--- src/rtl/ultrasonic_ranger_pkg.sv ---
// Shared types and constants for the HC-SR04 ranger block.
// Latency: none (declarations only).
// Backpressure: none (declarations only).
package ultra_pkg;

    // Width of the published echo count and its saturated (out-of-range) value
    localparam int COUNT_W = 20;
    localparam logic [COUNT_W-1:0] COUNT_SAT = 20'hFFFFF;

    // Measurement-cycle FSM states
    typedef enum logic [2:0] {
        IDLE      = 3'd0,
        TRIG      = 3'd1,
        WAIT_RISE = 3'd2,
        MEASURE   = 3'd3,
        HOLD      = 3'd4
    } state_t;

endpackage

--- src/rtl/ultrasonic_ranger_sync2.sv ---
// Two-flop synchronizer for an asynchronous sensor input.
// Latency: 2 clk cycles from input change to q.
// Backpressure: none; samples every cycle.
module sync2 (
    input  logic clk,
    input  logic rst_n,
    input  logic d,
    output logic q
);

    logic meta;

    // Two-stage capture; the first stage may go metastable, the second settles it
    always_ff @(posedge clk) begin
        if (!rst_n) begin
            meta <= 1'b0;
            q    <= 1'b0;
        end else begin
            meta <= d;
            q    <= meta;
        end
    end

endmodule

--- src/rtl/ultrasonic_ranger.sv ---
// Free-running HC-SR04 driver: trigger, time the echo pulse, publish a held count.
// Latency: echo seen 2 cycles late (synchronizer); result registered on HOLD entry.
// Backpressure: none; valid is a one-cycle pulse, count holds until the next result.
module ultrasonic_ranger
    import ultra_pkg::*;
#(
    parameter int TRIG_CYC     = 500,
    parameter int RISE_TO_CYC  = 50000,
    parameter int MAX_ECHO_CYC = 1000000,
    parameter int PERIOD_CYC   = 3000000,
    parameter int TW           = 22
) (
    input  logic               clk,
    input  logic               rst_n,
    input  logic               en,
    input  logic               echo,
    output logic               trig,
    output logic [COUNT_W-1:0] count,
    output logic               valid,
    output logic               timeout,
    output logic               busy
);

    localparam logic [TW-1:0]      TRIG_LAST = TW'(TRIG_CYC - 1);
    localparam logic [TW-1:0]      RISE_LAST = TW'(RISE_TO_CYC - 1);
    localparam logic [TW-1:0]      PER_LAST  = TW'(PERIOD_CYC - 1);
    localparam logic [COUNT_W-1:0] ECHO_MAX  = COUNT_W'(MAX_ECHO_CYC);

    state_t             state;
    state_t             state_nxt;
    logic [TW-1:0]      per;
    logic [TW-1:0]      ph;
    logic [COUNT_W-1:0] ec;
    logic               echo_s;
    logic               commit_good;
    logic               commit_to;

    sync2 u_echo_sync (
        .clk   (clk),
        .rst_n (rst_n),
        .d     (echo),
        .q     (echo_s)
    );

    // State register
    always_ff @(posedge clk) begin
        if (!rst_n) begin
            state <= IDLE;
        end else begin
            state <= state_nxt;
        end
    end

    // Next-state decode and result-commit strobes
    always_comb begin
        state_nxt   = state;
        commit_good = 1'b0;
        commit_to   = 1'b0;
        case (state)
            IDLE: begin
                if (en) begin
                    state_nxt = TRIG;
                end
            end
            TRIG: begin
                if (ph == TRIG_LAST) begin
                    state_nxt = WAIT_RISE;
                end
            end
            WAIT_RISE: begin
                // A rise seen on the last allowed cycle still wins over the timeout
                if (echo_s) begin
                    state_nxt = MEASURE;
                end else if (ph == RISE_LAST) begin
                    state_nxt = HOLD;
                    commit_to = 1'b1;
                end
            end
            MEASURE: begin
                if (!echo_s) begin
                    state_nxt   = HOLD;
                    commit_good = 1'b1;
                end else if (ec >= ECHO_MAX) begin
                    state_nxt = HOLD;
                    commit_to = 1'b1;
                end
            end
            HOLD: begin
                if (per == PER_LAST) begin
                    state_nxt = en ? TRIG : IDLE;
                end
            end
            default: begin
                state_nxt = IDLE;
            end
        endcase
    end

    // Period timer restarts on TRIG entry; phase timer restarts on every transition
    always_ff @(posedge clk) begin
        if (!rst_n) begin
            per <= '0;
            ph  <= '0;
        end else begin
            if (state_nxt == TRIG && state != TRIG) begin
                per <= '0;
            end else begin
                per <= per + 1'b1;
            end
            if (state_nxt != state) begin
                ph <= '0;
            end else begin
                ph <= ph + 1'b1;
            end
        end
    end

    // Echo width counter: the rising sample counts as 1, each further high sample adds 1
    always_ff @(posedge clk) begin
        if (!rst_n) begin
            ec <= '0;
        end else if (state == WAIT_RISE && echo_s) begin
            ec <= COUNT_W'(1);
        end else if (state == MEASURE && echo_s && ec < ECHO_MAX && ec != COUNT_SAT) begin
            ec <= ec + 1'b1;
        end
    end

    // Registered outputs: trig/busy follow the next state, results commit on HOLD entry
    always_ff @(posedge clk) begin
        if (!rst_n) begin
            trig    <= 1'b0;
            busy    <= 1'b0;
            valid   <= 1'b0;
            count   <= '0;
            timeout <= 1'b0;
        end else begin
            trig  <= (state_nxt == TRIG);
            busy  <= (state_nxt != IDLE);
            valid <= commit_good | commit_to;
            if (commit_good) begin
                count   <= ec;
                timeout <= 1'b0;
            end else if (commit_to) begin
                count   <= COUNT_SAT;
                timeout <= 1'b1;
            end
        end
    end

endmodule

--- config.mk ---
export PLATFORM = sky130hd
export DESIGN_NAME = ultrasonic_ranger
export DESIGN_NICKNAME = d
export VERILOG_FILES = /design/src/rtl/ultrasonic_ranger_pkg.sv /design/src/rtl/ultrasonic_ranger_sync2.sv /design/src/rtl/ultrasonic_ranger.sv
export SDC_FILE = /design/constraint.sdc
export NUM_CORES = 1
export LEC_CHECK = 0
export ABC_AREA = 0
export CORE_UTILIZATION = 49
export CTS_CLUSTER_SIZE = 10
export DETAILED_ROUTE_END_ITERATION = 10
export GPL_TIMING_DRIVEN = 0
export PLACE_DENSITY = 0.68
export SKIP_LAST_GASP = 1
export SYNTH_ARGS = -nofsm -noshare
export SYNTH_HDL_FRONTEND = slang
export SYNTH_SLANG_ARGS = --single-unit
export TNS_END_PERCENT = 1
--- constraint.sdc ---
create_clock -name clk -period 2.6 [get_ports clk]
set_clock_uncertainty 0.1 [all_clocks]
set_input_delay 0.52 -clock clk [delete_from_list [all_inputs] [get_ports clk]]
set_output_delay 0.52 -clock clk [all_outputs]
set_load 0.05 [all_outputs]
==> run metrics <==
ANT nets after route=0; Crit path depth=6; number of inserted diodes=0; RSZ-0062 raised after global routing=yes; Max Clk Rate=approximately 0.4 GHz; vias per cell=about 5.6; period utilization=between 90% and 100%; Final WS setup=roughly 48 ps; layout cells sized above 1=between 10% and 20%; root buffer cell=clkbuf_8; Cells after Synth=around 450; post-synth cell types=between 50 and 60; area of the die=around 0.0093 mm²; final setup vio count=0; initial antenna violation count=0; Syn. warnings=0; r2r setup slk=160 ps; largest family of logic cells by synthesized area=simple AND/OR/NAND/NOR gates; WP data required=about 2700 ps; worst setup path endpoint=ph[19]$_SDFF_PP0_; final RePlAce weighted congestion=about 0.82; Synth Flop Type=dfxtp_1; Setup TNS=0 ps; async set or reset register ratio after synthesis=0%; GRT overflow=0; IO Port Bufs=27; Core ar.=around 0.0087 mm²; Lkg Pwr=about 1.6 nW; Num CTS Buffers=9; htree depth=3; DR pass1 iterations=4; mux cell area share after synthesis=less than 1%; Post-Syn Nets=459; area delta synth->final=13.8%; # fillers=804; commonest non-fill, non-tap cells in the layout=dfxtp_1 (93), nor2_1 (46), xnor2_1 (38), nand3_1 (32), nor4_2 (28); Clock Pin Slew Worst Setup and Hold Paths=about 100 ps; Adder-Cell Fraction of Synth Area=approximately 1.1%; largest net degree at the start of global routing=17; cells on worst reg2reg path=6; outcome=complete, no violations; post-synthesis simple-gate area fraction=31.1%; layout net count=around 500; Synth Area in Compound Gates=10.1%; kind of critical path=in2reg; post-synthesis cell area=roughly 0.0044 mm²; post-cts hold buffer count=0; Hold Vio Cnt, Final=0; # DRC=0; Reg-to-Reg Start=ph[15]$_SDFF_PP0_; Hold WS=roughly 340 ps; WL per Instance=14.6 µm; Initial Util=50.5%; drt total wl=just under 9 mm; min cycle time layout=about 2600 ps; power density cells=510 mW/mm²; most common cell after layout, fill and taps aside=dfxtp_1; Worst Hold Class=reg2reg; reg2reg end=count[16]$_SDFFE_PN0P_; Total Routing Usage GR=between 20% and 30%; Layout Cells excl Fill=around 600; Synth Register Bits=93; Slew @ Worst Pin=891 ps; Slew HR=40.2%; number of global-route vias before repair=roughly 3100; Max FO, Critical Path=10; Worst setup EP type=flip-flop; Bufs and invs on worst path=2; I/O pins=28; slowest CP cell=clkbuf_1; Clock Latency Late Sink=approximately 370 ps; delay-heaviest family, CP=buffers and inverters; Startpoint Class=input port; die width=~97 µm; count of pins over their slew limit=0; syn avg cell area=9.71 µm²; max incr delay on CP=570 ps; first-pass GRT wire length=between 10 and 15 mm; CTS tree=built; initial drt markers=74; Peak supply drop=around 310 µV; Crit path arrival time=2670 ps; Rows=34; hpwl dp=approximately 6 mm; Sink Count=93; Place WS=-306 ps; placed cell count=about 590; Via Count=approximately 3400; CP Launch Point=en; Design Power=between 0.002 and 0.003 W; sequential element share of the synthesized area=42.5%; XOR/XNOR share of the synthesized area=roughly a tenth; critical path cell sequence=clkdlybuf4s50_1 -> or3b_2 -> nor4_1 -> a21o_1 -> clkbuf_1 -> nor4_2; clk buf depth=2; hold_sp=u_echo_sync.meta$_SDFF_PN0_; Max-Cap Viols=0; Die Y=just under 100 µm; EDFF count, synth=0
what timing repair did:
action / CTS / global route
endpoints found under the setup margin: 0 / 33
buffers inserted: 0 / 0
gates resized for setup: 0 / 1
worst reg2reg max path, delay by kind of cell (launching register included):
| kind | cells | cell delay (ps) |
|---|---|---|
| simple gates | 4 | 1460 |
| flops | 1 | 430 |
| buf+inv | 1 | 210 |
| compound gates | 1 | 210 |
routing by layer:
layer	share of wire, %	vias to the layer above	track usage (%)
met5	0	-	0
met4	1.2	0	7.97
met3	2.2	8	3.05
met2	49	29	33.6
met1	48	1625	25.8
li1	-	1716	-
area by class of cell:
type / count / area (µm²) / share of cell area [%]
repair buffers: 27 / 270 / 5.42
inverters: 17 / 63.8 / 1.28
flip-flops and latches: 93 / 1860 / 37.3
plain buffers: 24 / 129 / 2.58
clock inverters: 6 / 71.3 / 1.43
multi-input cells: 317 / 2330 / 46.7
well taps: 108 / 135 / 2.71
clock buffers: 10 / 128 / 2.56
per-stage QoR:
stage / instance area, µm² / util (%)
finish: 4990 / 57.5
global route: 4990 / 57.5
CTS: 4980 / 57.4
detailed placement: 4790 / 55.1
global placement: 4790 / 55.1
floorplan: 4380 / -
power breakdown:
group	internal [W]	total [W]	switching, W
clock network	0.000452	0.000979	0.000528
logic	0.0000392	0.000123	0.0000836
registers	0.00143	0.00144	0.00000857
cell usage after synthesis, types with 4 or more instances:
cell | number | share of area, %
dfxtp_1 | 93 | 43
nor2_1 | 46 | 3.9
xnor2_1 | 38 | 7.6
nand3_1 | 32 | 3.7
nor4_2 | 28 | 8.0
nand2_1 | 23 | 2.0
o221a_2 | 20 | 5.1
inv_1 | 17 | 1.5
clkbuf_1 | 16 | 1.4
xor2_1 | 14 | 2.8
nand4_1 | 12 | 1.7
nor3_1 | 11 | 1.3
nor4_1 | 10 | 1.4
a21oi_1 | 9 | 1.0
and3_1 | 7 | 1.0
and4_1 | 6 | 1.2
a31o_2 | 4 | 0.80
a31oi_1 | 4 | 0.57
and2_1 | 4 | 0.57
buf_4 | 4 | 0.69
ha_1 | 4 | 1.1
or4_1 | 4 | 0.69
how the worst min path moves through the flow:
stage | end | slack (ps) | cells past startpoint
after global routing | u_echo_sync.q$_SDFF_PN0_ | 370 | 1
after floorplan | u_echo_sync.q$_SDFF_PN0_ | 310 | 1
final | u_echo_sync.q$_SDFF_PN0_ | 340 | 1
after CTS | u_echo_sync.q$_SDFF_PN0_ | 340 | 1
after global placement | u_echo_sync.q$_SDFF_PN0_ | 320 | 1
after detailed placement | u_echo_sync.q$_SDFF_PN0_ | 320 | 1
kinds of logic (layout without fill, tap and decap cells):
logic type / after synthesis / in the layout
buffers and inverters: 41 / 84
AO/OA/AOI/OAI: 50 / 50
AND/OR/NAND/NOR: 209 / 209
XOR/XNOR: 52 / 52
flip-flops: 93 / 93
adder cells (fa/ha/maj): 4 / 4
multiplexers: 2 / 2
registers in the layout, indices dropped and copies added (netlist names):
name	flops
per	22
ph	22
count	20
ec	20
state	3
busy	1
timeout	1
trig	1
u_echo_sync.meta	1
u_echo_sync.q	1
valid	1
Note: power is estimated with default switching activity, not from simulation.
